<file path="src/rtl/manchester_frame_packer.sv">
// manchester_frame_packer
//
// Groups the Manchester decoder's byte stream into fixed-size frames and
// buffers them in a FIFO. Only complete, good frames are presented on an
// AXI4-Stream master, with tlast on the final payload byte. The decoder
// cannot be stalled, so a frame that overflows the FIFO, stalls too long
// between bytes or fails its CRC is dropped whole and counted.
//
// Build option: define FRAME_CRC_EN to treat the last frame byte as a
// CRC-8 (poly 0x07, init 0x00) over the payload. The CRC byte is checked and
// never stored. Without it, every frame byte is payload and crc_err is 0.
//
// Ports:
//   aclk, aresetn      clock (rising edge), async active-low reset
//   byte_in[7:0]       decoded byte, qualified by byte_in_valid (no ready)
//   m_axis_tdata[7:0]  payload byte
//   m_axis_tvalid      beat valid
//   m_axis_tready      downstream ready
//   m_axis_tlast       last payload byte of a frame
//   frame_count[15:0]  frames committed, saturating
//   drop_count[15:0]   frames dropped (CRC, overflow, gap timeout), saturating
//   crc_err            one-cycle pulse on a CRC-mismatch drop
//
// Write-side FSM:
//   state     | meaning
//   S_IDLE    | between frames, in_idx = 0
//   S_COLLECT | inside a frame, gap timer running

module manchester_frame_packer #(
    parameter int FRAME_SIZE  = 6,
    parameter int FIFO_DEPTH  = 32,
    parameter int GAP_TIMEOUT = 64
) (
    input  logic        aclk,
    input  logic        aresetn,
    input  logic [7:0]  byte_in,
    input  logic        byte_in_valid,
    output logic [7:0]  m_axis_tdata,
    output logic        m_axis_tvalid,
    input  logic        m_axis_tready,
    output logic        m_axis_tlast,
    output logic [15:0] frame_count,
    output logic [15:0] drop_count,
    output logic        crc_err
);

`ifdef FRAME_CRC_EN
    localparam int P = FRAME_SIZE - 1;
`else
    localparam int P = FRAME_SIZE;
`endif
    localparam int ADDR = $clog2(FIFO_DEPTH);
    localparam int IW   = $clog2(FRAME_SIZE);
    localparam int GW   = $clog2(GAP_TIMEOUT + 1);

    typedef enum logic [0:0] {S_IDLE, S_COLLECT} state_t;

    state_t          state_q, state_d;
    logic [ADDR:0]   wr_ptr, commit_ptr, rd_ptr, wr_ptr_inc;
    logic [IW-1:0]   in_idx, out_idx;
    logic [GW-1:0]   gap_cnt;
    logic            ovf_flag;
    logic [7:0]      mem [FIFO_DEPTH];

    logic            last_byte, is_payload, fifo_full, wr_en, ovf_now;
    logic            crc_ok, frame_end, gap_expired, do_commit, do_drop;
    logic            data_avail, out_load;

    assign last_byte = (in_idx == IW'(FRAME_SIZE - 1));
`ifdef FRAME_CRC_EN
    assign is_payload = !last_byte;
`else
    assign is_payload = 1'b1;
`endif
    // Full test uses the read pointer before this cycle's read.
    assign fifo_full  = ((wr_ptr - rd_ptr) == (ADDR+1)'(FIFO_DEPTH));
    assign wr_en      = byte_in_valid && is_payload && !fifo_full;
    assign ovf_now    = byte_in_valid && is_payload && fifo_full;
    assign wr_ptr_inc = wr_ptr + {{ADDR{1'b0}}, wr_en};

`ifdef FRAME_CRC_EN
    logic [7:0] crc_acc;

    function automatic logic [7:0] crc8_byte(input logic [7:0] c, input logic [7:0] d);
        logic [7:0] r;
        r = c ^ d;
        for (int i = 0; i < 8; i++)
            r = r[7] ? ({r[6:0], 1'b0} ^ 8'h07) : {r[6:0], 1'b0};
        return r;
    endfunction

    assign crc_ok = (byte_in == crc_acc);
`else
    assign crc_ok  = 1'b1;
    assign crc_err = 1'b0;
`endif

    always_comb begin
        state_d     = state_q;
        frame_end   = 1'b0;
        gap_expired = 1'b0;
        case (state_q)
            S_IDLE: begin
                if (byte_in_valid) state_d = S_COLLECT;
            end
            S_COLLECT: begin
                if (byte_in_valid) begin
                    if (last_byte) begin
                        frame_end = 1'b1;
                        state_d   = S_IDLE;
                    end
                end else if (gap_cnt == '0) begin
                    gap_expired = 1'b1;
                    state_d     = S_IDLE;
                end
            end
            default: state_d = S_IDLE;
        endcase
    end

    assign do_commit = frame_end && !(ovf_flag || ovf_now) && crc_ok;
    assign do_drop   = (frame_end && !do_commit) || gap_expired;

    always_ff @(posedge aclk or negedge aresetn) begin
        if (!aresetn) state_q <= S_IDLE;
        else          state_q <= state_d;
    end

    // Gap timer is a down-counter reloaded on every byte; reaching zero on an
    // idle cycle means GAP_TIMEOUT idle cycles have elapsed.
    always_ff @(posedge aclk or negedge aresetn) begin
        if (!aresetn) begin
            wr_ptr      <= '0;
            commit_ptr  <= '0;
            in_idx      <= '0;
            gap_cnt     <= '0;
            ovf_flag    <= 1'b0;
            frame_count <= '0;
            drop_count  <= '0;
`ifdef FRAME_CRC_EN
            crc_acc     <= '0;
            crc_err     <= 1'b0;
`endif
        end else begin
            if (wr_en) wr_ptr <= wr_ptr_inc;
            if (byte_in_valid) begin
                in_idx  <= in_idx + IW'(1);
                gap_cnt <= GW'(GAP_TIMEOUT - 1);
                if (ovf_now) ovf_flag <= 1'b1;
`ifdef FRAME_CRC_EN
                if (is_payload) crc_acc <= crc8_byte(crc_acc, byte_in);
`endif
            end else if (state_q == S_COLLECT && gap_cnt != '0) begin
                gap_cnt <= gap_cnt - GW'(1);
            end
            if (do_commit) begin
                commit_ptr <= wr_ptr_inc;
                if (frame_count != 16'hFFFF) frame_count <= frame_count + 16'd1;
            end
            if (do_drop) begin
                wr_ptr <= commit_ptr;
                if (drop_count != 16'hFFFF) drop_count <= drop_count + 16'd1;
            end
            if (frame_end || gap_expired) begin
                in_idx   <= '0;
                ovf_flag <= 1'b0;
`ifdef FRAME_CRC_EN
                crc_acc  <= '0;
`endif
            end
`ifdef FRAME_CRC_EN
            crc_err <= frame_end && !crc_ok;
`endif
        end
    end

    // Storage carries no reset; the pointers define what is valid.
    always_ff @(posedge aclk) begin
        if (wr_en) mem[wr_ptr[ADDR-1:0]] <= byte_in;
    end

    assign data_avail = (commit_ptr != rd_ptr);
    assign out_load   = data_avail && (!m_axis_tvalid || m_axis_tready);

    always_ff @(posedge aclk or negedge aresetn) begin
        if (!aresetn) begin
            rd_ptr        <= '0;
            out_idx       <= '0;
            m_axis_tdata  <= '0;
            m_axis_tvalid <= 1'b0;
            m_axis_tlast  <= 1'b0;
        end else if (out_load) begin
            m_axis_tdata  <= mem[rd_ptr[ADDR-1:0]];
            m_axis_tvalid <= 1'b1;
            m_axis_tlast  <= (out_idx == IW'(P - 1));
            out_idx       <= (out_idx == IW'(P - 1)) ? '0 : out_idx + IW'(1);
            rd_ptr        <= rd_ptr + (ADDR+1)'(1);
        end else if (m_axis_tready) begin
            m_axis_tvalid <= 1'b0;
        end
    end

endmodule

</file>
<file path="config.mk">
export PLATFORM = sky130hd
export DESIGN_NAME = manchester_frame_packer
export DESIGN_NICKNAME = d
export VERILOG_FILES = /design/src/rtl/manchester_frame_packer.sv
export SDC_FILE = /design/constraint.sdc
export NUM_CORES = 1
export LEC_CHECK = 0
export ABC_AREA = 1
export CORE_MARGIN = 4
export CORE_UTILIZATION = 36
export DETAILED_ROUTE_END_ITERATION = 12
export SLEW_MARGIN = 20
export SYNTH_ARGS = -nofsm -noshare
export SYNTH_HDL_FRONTEND = slang
export SYNTH_SLANG_ARGS = --single-unit
</file>
<file path="constraint.sdc">
create_clock -name aclk -period 5.3 [get_ports aclk]
set_input_delay 1.06 -clock aclk [delete_from_list [all_inputs] [get_ports aclk]]
set_output_delay 1.06 -clock aclk [all_outputs]
set_load 0.005 [all_outputs]
</file>
[After elaboration in Yosys (flattened, before gate mapping)]
Memories as Yosys holds them, arrays and structs flattened. A register that Yosys moved wholly into a read port is not among the register bits.
Cells that the tools add are included.
Widths: inputs -> output; s select.
Storage, ports and cells
  flip-flop bits (word level): 67
  output and inout port bits: 43
  bits in writable memories: 256
  word-level logic and storage cells: 78
  input port bits: 12
  memories kept: 1
Operators by class
  multiplexer cells: 25
  reduce and logical (&&, ||, !) cells: 25
  add/subtract/negate cells: 8
  eq/ne operators: 6
  bitwise gates (word level): 1
Memory list
  mem: words 32, width 8, read ports 1, clocked after Yosys merged registers in 1, wr ports 1, RTL line 63  | logic [7:0] mem [FIFO_DEPTH];
Operators with widths (number)
  $add 16x1->16 const B: 2
  $ne 16x16->1 const B: 2
  $mux 1: 17
  $mux 7: 2
  $mux 6: 2
  $reduce_bool 2->1: 5
  $mux 3: 3
  $logic_not 7->1: 1
  $reduce_bool 7->1: 1
  $sub 7x1->7 const B: 1
  $add 3x1->3 const B: 2
  $add 6x1->6: 1
  $add 6x1->6 const B: 1
  $eq 3x3->1 const B: 2
  $eq 6x6->1 const B: 1
  $logic_and 1x1->1: 6
  $ne 6x6->1: 1
  $reduce_and 2->1: 3
  $sub 6x6->6: 1
  $logic_not 1->1: 5
  $logic_or 1x1->1: 4
  $pmux 1 s2: 1
  $not 1->1: 1

[Longest topological paths before layout]
Gate-level depths: netlist (run 1).
  depth after elaboration: 10
  mapped depth: 20
  mapped depth without buffers: 19

[Worst setup path before layout (run 1)]
Ideal clock, no wire load.
  path kind: register to register
  from: register rd_ptr[3]
  to: register wr_ptr[4]
  path slack: 2.635 ns
  required time: 5.232 ns
  arrival time: 2.597 ns
  period minus slack after synthesis: 2.665 ns
  setup time: 0.068 ns
  path buffers: 1
  cell stages (with the launch flop): 18
  cell sequence: dfrtp_1 -> clkinv_1 -> clkbuf_1 -> ha_1 -> o21ai_0 -> nand3_1 -> nor2_1 -> nand2_1 -> nand2_1 -> inv_1 -> ha_1 -> ha_1 -> nand3_1 -> xor2_1 -> inv_1 -> nor2_1 -> nand2_1 -> nand3_1
On the way
  word-level cells in the longest chain between the ends: 10
  elaborated cells between the ends (all ways): 15
  those cells by class: add/sub (2); eq/ne (1); mux (2); reduce/logical (10)
RTL lines
  start, declared: RTL line 59  | logic [ADDR:0] wr_ptr, commit_ptr, rd_ptr, wr_ptr_inc;
  start signal, assigned: RTL line 197  | rd_ptr <= rd_ptr + (ADDR+1)'(1);
  $sub 6x6->6 (*): RTL line 76  | assign fifo_full = ((wr_ptr - rd_ptr) == (ADDR+1)'(FIFO_DEPTH));
  $eq 6x6->1 (*): RTL line 76
  branches (longest 8 deep; another with $add 6x1->6)
  end signal, assigned: RTL line 145  | if (wr_en) wr_ptr <= wr_ptr_inc;
  end signal, assigned: RTL line 161  | wr_ptr <= commit_ptr;
  end, declared: RTL line 59
Mark *: on every way between the ends. The select of a mux whose other input is x is not followed.
A chain may end at the register's enable or synchronous reset.

[Worst setup path after layout (run 1)]
  from: register rd_ptr[3]
  to: memory mem[16][7] (enable)
On the way
  word-level cells in the longest chain between the ends: 6
RTL lines
  $sub 6x6->6: RTL line 76
  $eq 6x6->1: RTL line 76
  $logic_not 1->1: RTL line 77  | assign wr_en = byte_in_valid && is_payload && !fifo_full;
  $logic_and 1x1->1: RTL line 77
  $mux 1: RTL line 179  | if (wr_en) mem[wr_ptr[ADDR-1:0]] <= byte_in;
  $mux 1 (not written as such): RTL line 179
  end, declared: RTL line 63
No other way between the ends.

==> out/metrics.yaml, run 1 <==
route.vias.total: 9829
rsz0062_at_grt: "no"
place_hpwl_mm: 21.83
ys_ff_latch: 331
clock_tree.buffer_depth: 3
grt_pass1_vias: 9502
gp_congestion: 0.8531
period_needed_ps: 4104
endpoint: "mem[16][7]"
drt_drc_violations_left: 0
cpMaxStageDelayCell: "nor2_1"
startpoint: "rd_ptr[3]"
routed.top_layer: "met4"
row_count: 72
cts_max_level: 2
worstMarginPinSlew_ps: 988.7
ant_nets: 0
postPlaceCellArea_um2: 15260
fin_tns_setup_ps: 0
final_nets: 1413
worst-path-buf-inv: 3
relSlewSlack_pct: 33.90
drive_above_1_share_pct: 6.378
die_h_um: 207.6
grt_start_max_net_pins: 75
drv_cap: 0
drtPass1Iterations: 7
setup_viol: 0
placement.io_buffers: 53
fin_crit_sh_pct: 77.44
antenna_cells: 0
slew_viol_final: 0
nFillCells: 3685
fin_hold_ws_ps: 479.3
drt_iter0_drc: 935
routed_wirelength_mm: 34.92
antenna_found_initial: 0
syn-num-nets: 1377
synth_area_um2: 14330
worstPathCellList: "buf_4, clkinv_1, ha_1, nor2_1, nand2_1, nand3_1, nor2_1, nand2_1, nand2_1, inv_1, nand3_1, nor2_1"
crit_arrival_ps: 4240
peakVddDrop_uv: 253.7
start_kind: "flip-flop"
power.leakage_uw: 0.005980
gr-usage-all-layers_pct: 15.75
grt_first_pass_wirelength_mm: 54.52
grt.overflow.total: 0
crit_fanout: 21
ios: 55
ctsResizeCount: 0
path_depth: 12
cp-end-kind: "flip-flop"
wl_met1_mm: 15.51
met2RoutedLength_mm: 16.43
design_area_um2: 16490
synth.distinct_cells: 35
power_density_nw_per_um2: 497.2
core_um2: 39010
reg2regPathDepth: 12
fmax_mhz: 243.7
crit_type: "reg2reg"
hold_path_class: "reg2reg"
cts_tree: "done"
syn_inst: 1351
initial_core_util_pct: 36.75
area.growth.synth_to_final_pct: 15.05
die_area_um2: 43080
clkLatencyLatePin_ps: 510
clkTransAtPathRegs_ps: 60
cts_setup_buffers: 0
die_w_um: 207.6
cpPeakStageDelay_ps: 780
required_ps: 5440
status: "complete, no violations"
viasPerCell: 5.095
worst-r2r-setup-slack_ps: 1200
wl_per_cell_um: 18.10
numCtsBuffers: 35
ctsHoldBuffers: 0
yosys_warnings: 0
cpLargestDelayFamily: "simple AND/OR/NAND/NOR gates"
synth-seq-area-share_pct: 66.72
cts_sinks: 331
hold_viol_final: 0
final.setup_skew_ps: 16.96
dr_wl_met3_mm: 1.979
cts-root-buf: "clkbuf_16"
avgSynthCellArea_um2: 10.61
regToRegStartpoint: "rd_ptr[3]"
r2r-end: "mem[16][7]"
## sequential cells by signal (all words and copies together) (netlist names), 3 cells and up
signal	cells
commit_ptr	6
drop_count	16
frame_count	16
gap_cnt	7
in_idx	3
m_axis_tdata	8
mem	256
out_idx	3
rd_ptr	6
wr_ptr	6
## routing by layer
layer  up-vias  track usage [%]
li1       4711                -
met1      4733            22.19
met2       320            25.35
met3        65            2.131
met4         0            5.244
met5         -                0
## layout make-up
class	instances	area, um^2	share of cell area [%]
sequential	331	9568	58.02
multi-input combinational	884	4207	25.51
clock buffer	44	962.2	5.834
tap	518	648.1	3.930
timing repair buffer	63	568.0	3.444
inverter	72	271.5	1.646
clock inverter	17	267.8	1.624
## metrics by stage
step | total power, uW | util [%] | worst slack (ps) | instances
6_report | 8200 | 42.28 | 1196 | 1929
5_1_grt | 8660 | 42.28 | 881.8 | 1929
4_1_cts | 8241 | 42.28 | 1168 | 1929
3_5_place_dp | 5623 | 39.13 | 1172 | 1868
3_3_place_gp | 5604 | 39.13 | 1297 | 1868
2_1_floorplan | 4776 | - | 2635 | 1351
## power breakdown
| group | leakage (uW) | internal [uW] | switching [uW] | total, uW |
|---|---|---|---|---|
| sequential | 0.00327 | 3020 | 228 | 3250 |
| combinational | 0.00211 | 711 | 1630 | 2340 |
| clock | 0.000599 | 1630 | 980 | 2610 |
| total | 0.00598 | 5370 | 2830 | 8200 |
## worst min-delay path by stage
stage               startpoint               to  slack [ps]  depth (start not counted)
5_1_grt        m_axis_tdata[3]  m_axis_tdata[3]         500                          2
6_report          m_axis_tlast     m_axis_tlast         480                          2
2_1_floorplan       gap_cnt[1]       gap_cnt[1]         470                          2
3_5_place_dp      m_axis_tlast     m_axis_tlast         470                          2
4_1_cts           m_axis_tlast     m_axis_tlast         480                          2
3_3_place_gp   m_axis_tdata[0]  m_axis_tdata[0]         460                          2
## cell usage after synthesis
cell type	count	share of area [%]
nor2_1	162	4.2
nand2_1	299	7.8
nand3b_1	1	0.052
nand4_1	10	0.44
o21a_1	1	0.052
clkinv_1	1	0.026
nor2_4	3	0.24
a31oi_1	8	0.35
o22ai_1	16	0.70
nor2_2	1	0.044
o211ai_1	1	0.052
dfrtp_1	75	13
inv_2	4	0.10
a21oi_1	55	1.9
nor4_1	3	0.13
buf_4	2	0.10
nand3_1	111	3.9
clkbuf_1	29	0.76
o21ai_0	138	4.8
inv_1	67	1.8
nand3_2	2	0.14
nand3b_4	1	0.14
nor3_1	4	0.14
xor2_1	24	1.5
nand2_2	1	0.044
edfxtp_1	256	54
buf_12	1	0.14
nor3b_1	1	0.052
ha_1	14	1.2
buf_2	26	0.91
or2_2	3	0.13
conb_1	1	0.026
buf_1	6	0.16
xnor2_1	15	0.92
o21ai_1	9	0.31
## tightest hold or removal path: stages, from the launching register on
cell and delay, ps:
dfrtp_1 340, nand2_1 50, nand2_1 60
## cells by family (layout without fill, tap and decap cells)
group,count (synthesis),count (layout),share of synthesized area (%)
simple gates,602,602,17.49
compound gates,228,228,8.205
other cells,1,1,0.02616
xor+xnor,39,39,2.383
buf+inv,136,196,3.954
flops,331,331,66.72
fa+ha+maj,14,14,1.222
## placed cells by master, fill, tap and decap left out, types with 9 or more instances in the layout
master / n
xnor2_1: 15
ha_1: 14
a21oi_1: 55
nand4_1: 10
inv_1: 66
o21ai_1: 9
clkbuf_16: 37
nand2_1: 299
buf_4: 11
nor2_1: 161
o21ai_0: 138
dfrtp_1: 74
nand3_1: 111
o22ai_1: 16
clkdlybuf4s50_1: 45
edfxtp_1: 256
xor2_1: 24
(Power assumes the default switching activity.)
==> run 2, diff against run 1 <==
- clock period: 5.3 -> 4 ns (I/O delays scaled with it)
==> out/metrics.yaml, run 2 (synthesis gave the netlist of run 1 again) <==
clkTransAtPathRegs_ps: 60  # about the same
ctsHoldBuffers: 0  # unchanged
layout_common_cells: "299 x nand2_1, 256 x edfxtp_1, 161 x nor2_1, 138 x o21ai_0, 111 x nand3_1"
crit_type: "reg2reg"
slew_viol_final: 0  # unchanged
grt_start_max_net_pins: 74  # -1.3%
cts-root-buf: "clkbuf_16"
drv_cap: 0  # unchanged
status: "complete, no violations"
drt_iter0_drc: 850  # -9.1%
cp-end-kind: "flip-flop"
crit_fanout: 13  # -38%
gr-usage-all-layers_pct: 15.70  # -0.044 points
top_usage_layer: "met2"
drtPass1Iterations: 5  # -2
grt_pass1_vias: 9708  # +2.2%
fin_crit_sh_pct: 88.39  # +11 points
p_sw_uw: 3820  # +35%
fin_util_pct: 42.24  # about the same
clock_tree.buffer_depth: 3  # unchanged
rsz0062_at_grt: "no"
comb_power_share_pct: 30.9  # +2.4 points
p_clk_share_pct: 28.8  # -3.0 points
die_w_um: 207.6  # unchanged
routed_wirelength_mm: 34.53  # -1.1%
cts_sinks: 331  # unchanged
grt.overflow.total: 0  # unchanged
largest_register_ffs: 256  # unchanged
p_int_uw: 6677  # +24%
initial_core_util_pct: 36.75  # unchanged
ant_nets: 0  # unchanged
cts_setup_buffers: 0  # unchanged
grt_use_met2_pct: 25.88  # +0.53 points
use_met3_pct: 2.539  # +0.41 points
power_uw: 10500  # +28%
area.growth.synth_to_final_pct: 14.95  # about the same
grt_util_met1_pct: 21.84  # -0.35 points
power.leakage_uw: 0.005983  # about the same
route.vias.total: 9856  # +0.27%
setup_viol: 0  # unchanged
drive_above_1_share_pct: 6.583  # +0.20 points
reg2regPathDepth: 13  # +1
grt_first_pass_wirelength_mm: 54.87  # +0.65%
wl_per_cell_um: 17.74  # -2.0%
worstMarginPinSlew_ps: 903.8  # -84.95 ps
peakVddDrop_uv: 407.0  # +60%
ios: 55  # unchanged
seqPwrFrac_pct: 40.3  # +0.6 points
hold_viol_final: 0  # unchanged
ctsResizeCount: 0  # unchanged
fin_tns_setup_ps: 0  # unchanged
post-place-ws_ps: 541.6  # -630.5 ps
start_kind: "flip-flop"
fmax_mhz: 282.8  # +16%
hold_path_class: "in2async"
netSwitchingFraction_pct: 36.39  # +1.8 points
viasPerCell: 5.065  # -0.60%
die_h_um: 207.6  # unchanged
cts_tree: "done"
cts_max_level: 2  # unchanged
drt_drc_violations_left: 0  # unchanged
antenna_cells: 0  # unchanged
gp_congestion: 0.8379  # -1.8%
required_ps: 4140  # -1300 ps
crit_arrival_ps: 3680  # -560 ps
row_count: 72  # unchanged
numCtsBuffers: 35  # unchanged
antenna_found_initial: 1  # +1
place_hpwl_mm: 21.67  # -0.72%
final.setup_skew_ps: 23.76  # +6.796 ps
placement.io_buffers: 53  # unchanged
period_needed_ps: 3535  # -568.8 ps
core_um2: 39010  # unchanged
power_density_nw_per_um2: 637.0  # +28%
clkLatencyLatePin_ps: 530  # +20 ps
setup_slack_ps: 464.5  # -731.2 ps
layout_commonest_cell: "nand2_1"
die_area_um2: 43080  # unchanged
relSlewSlack_pct: 39.75  # +5.8 points
final_nets: 1428  # +1.1%
## run 2: cell types whose count changed in the layout (fill, tap and decap cells not counted), moves of 3 or more
cell	change
clkinv_1	+6
clkinv_2	+3
buf_4	+15
buf_2	-7
clkdlybuf4s50_1	+7
bufinv_16	-7
## run 2: power by group through the flow
stage	Sequential (uW)	Combinational, uW	Clock (uW)
3_5_place_dp	4300	3240	0
3_3_place_gp	4290	3220	0
4_1_cts	4230	3260	3080
2_1_floorplan	4220	2110	0
6_report	4230	3240	3020
5_1_grt	4260	3630	3220
## run 2: worst max-delay path, stage by stage (launching register included)
cell and delay, ps:
dfrtp_1 570, inv_2 170, ha_1 360, inv_1 60, nand2_1 60, nand3_1 70
nand2_1 70, nor2_1 60, nand2_1 60, nand2_1 50, buf_4 170, inv_1 130
nand3_1 530, nor2_1 790
## run 2: final timing paths
path / startpoint / end / slack [ps]
setup reg to reg: rd_ptr[4] / mem[13][4] / 460
hold / removal: aresetn / frame_count[8] / 390
min in group aclk: m_axis_tdata[6] / m_axis_tdata[6] / 480
setup / recovery: rd_ptr[4] / mem[13][4] / 460
max in group asynchronous: aresetn / drop_count[7] / 2870
hold reg to reg: m_axis_tdata[6] / m_axis_tdata[6] / 480
## run 2: per-layer routing
metal  part of all wire (%)  wire length (um)  vias to the layer above
met3                    5.7              1952                       49
met5                  0.038                13                        -
met2                     47             16330                      282
met4                    2.0               686                        2
met1                     45             15550                     4779
li1                       -                 -                     4744
## run 2: layout make-up
type                       instances  area, um^2
clock inverter                    19       123.9
multi-input combinational        884        4212
clock buffer                      44       939.7
inverter                          72       271.5
fill                            3680       22530
tap                              518       648.1
timing repair buffer              78       715.7
sequential                       331        9568
## run 2: through the flow
| stage | std cells | hold WS [ps] | area, um^2 |
|---|---|---|---|
| floorplan | 1351 | 469.9 | 14340 |
| global placement | 1883 | 464.3 | 15410 |
| detailed placement | 1883 | 469.8 | 15410 |
| CTS | 1946 | 437.6 | 16480 |
| global route | 1946 | 473.1 | 16480 |
| finish | 1946 | 388.6 | 16480 |
==> run 3, diff against run 2 <==
- CORE_UTILIZATION: 36 -> 50
- MAX_ROUTING_LAYER: unset -> met4
- PLACE_DENSITY: unset -> 0.7
- clock period: 4 -> 3.1 ns (I/O delays scaled with it)
==> out/metrics.yaml, run 3 (synthesis gave the netlist of run 1 again) <==
status: "complete, no violations"
cts_tree: "done"
use_met3_pct: 2.855  # +0.32 points
die_w_um: 177.3  # -15%
cts_max_level: 2  # unchanged
wl_per_cell_um: 17.86  # +0.68%
crit_fanout: 11  # -2
route.vias.total: 10101  # +2.5%
worstMarginPinSlew_ps: 959.6  # +55.84 ps
final_nets: 1468  # +2.8%
initial_core_util_pct: 51.18  # +14 points
routed_wirelength_mm: 32.96  # -4.5%
core_um2: 28010  # -28%
gp_congestion: 0.8944  # +6.7%
setup_slack_ps: 389.5  # -74.97 ps
cp-end-kind: "flip-flop"
die_area_um2: 31440  # -27%
clkLatencyLatePin_ps: 510  # -20 ps
grt_pass1_vias: 9642  # -0.68%
cts_setup_buffers: 0  # unchanged
antenna_cells: 0  # unchanged
row_count: 61  # -15%
drt_drc_violations_left: 0  # unchanged
drt_iter0_drc: 1000  # +18%
drive_above_1_share_pct: 8.793  # +2.2 points
antenna_found_initial: 0  # -1
post-place-ws_ps: 460.5  # -81.03 ps
slew_viol_final: 0  # unchanged
clkTransAtPathRegs_ps: 60  # about the same
area.growth.synth_to_final_pct: 16.37
period_needed_ps: 2710  # -825.0 ps
layout_common_cells: "299 x nand2_1, 256 x edfxtp_1, 161 x nor2_1, 138 x o21ai_0, 111 x nand3_1"
reg2regPathDepth: 16  # +3
power.leakage_uw: 0.006216  # +3.9%
cts-root-buf: "clkbuf_16"
relSlewSlack_pct: 36.03  # -3.7 points
setup_viol: 0  # unchanged
cts_sinks: 331  # unchanged
ctsResizeCount: 0  # unchanged
ios: 55  # unchanged
r2r-end: "wr_ptr[4]"
grt_util_met1_pct: 29.52  # +7.7 points
startpoint: "wr_ptr[3]"
endpoint: "wr_ptr[4]"
grt_first_pass_wirelength_mm: 52.05  # -5.1%
layout_commonest_cell: "nand2_1"
ant_nets: 0  # unchanged
viasPerCell: 5.475  # +8.1%
die_h_um: 177.3  # -15%
fmax_mhz: 368.9  # +30%
hold_path_class: "in2async"
rsz0062_at_grt: "no"
required_ps: 3530  # -610 ps
worst-r2r-setup-slack_ps: 390  # -70 ps
largest_register_ffs: 256  # unchanged
ctsHoldBuffers: 0  # unchanged
start_kind: "flip-flop"
crit_type: "reg2reg"
fin_tns_setup_ps: 0  # unchanged
clock_tree.buffer_depth: 3  # unchanged
grt_start_max_net_pins: 76  # +2.7%
fin_crit_sh_pct: 87.43  # -0.95 points
grt_use_met2_pct: 34.63  # +8.7 points
crit_arrival_ps: 3140  # -540 ps
top_usage_layer: "met2"
peakVddDrop_uv: 433.0  # +6.4%
final.setup_skew_ps: 16.39  # -7.372 ps
grt.overflow.total: 0  # unchanged
placement.io_buffers: 53  # unchanged
power_density_nw_per_um2: 827.8  # +30%
drtPass1Iterations: 5  # unchanged
numCtsBuffers: 34  # -2.9%
gr-usage-all-layers_pct: 21.70  # +6.0 points
place_hpwl_mm: 20.76  # -4.2%
regToRegStartpoint: "wr_ptr[3]"
drv_cap: 0  # unchanged
hold_viol_final: 0  # unchanged
run 3: cell types whose count changed in the layout (fill, tap and decap cells not counted), sizes merged:
| cell | change |
|---|---|
| buf | +41 |
| clkinv | -5 |
| bufinv | +3 |
| clkinvlp | +1 |
| inv | -1 |
run 3: report_power, final:
group	internal, uW	leakage, uW	switching (uW)	total, uW
combinational	1410	0.00242	2940	4360
sequential	5170	0.00327	256	5430
clock	2410	0.000534	1610	4020
total	9000	0.00622	4810	13800
run 3: layer usage:
layer	up-vias	wire [um]
met3	75	2125
met5	-	0
li1	4831	-
met2	364	15810
met4	0	944
met1	4831	14080
run 3: critical path, cell delays in order, from the launching register on:
cell     delay [ps]
dfrtp_1         520
ha_1            420
inv_1            50
a21oi_1         130
nand3_1          80
nor2_1          140
nand2_1          70
nand2_1          80
inv_1            90
ha_1            220
ha_1            220
nand3_1         100
xor2_1          170
inv_1            80
nor2_1          100
nand2_1          50
nand3_1          90
run 3: layout make-up:
cell class                      instances  area [um^2]
Clock buffer                           44        952.2
Clock inverter                         17        150.1
Fill cell                            2263        11330
Inverter                               72        271.5
Multi-Input combinational cell        884         4207
Sequential cell                       331         9568
Tap cell                              378        473.0
Timing Repair Buffer                  119         1061
run 3: stage by stage:
stage,total power (uW),hold WS [ps],instances,util (%),cell area (um^2)
2_1_floorplan,8165,324.4,1351,-,14340
3_3_place_gp,9745,464.3,1784,55.62,15580
3_5_place_dp,9832,467.3,1784,55.62,15580
4_1_cts,13860,292.8,1845,59.56,16680
5_1_grt,14590,343.7,1845,59.56,16680
6_report,13810,244.8,1845,59.56,16680
run 3: worst min-delay path by stage:
stage               slack (ps)  cells after the start            start               to
floorplan                  320                      0          aresetn    commit_ptr[0]
global placement           460                      2  m_axis_tdata[0]  m_axis_tdata[0]
detailed placement         470                      2  m_axis_tdata[4]  m_axis_tdata[4]
CTS                        290                      1          aresetn   frame_count[3]
global route               340                      1          aresetn   frame_count[3]
finish                     240                      1          aresetn   frame_count[3]
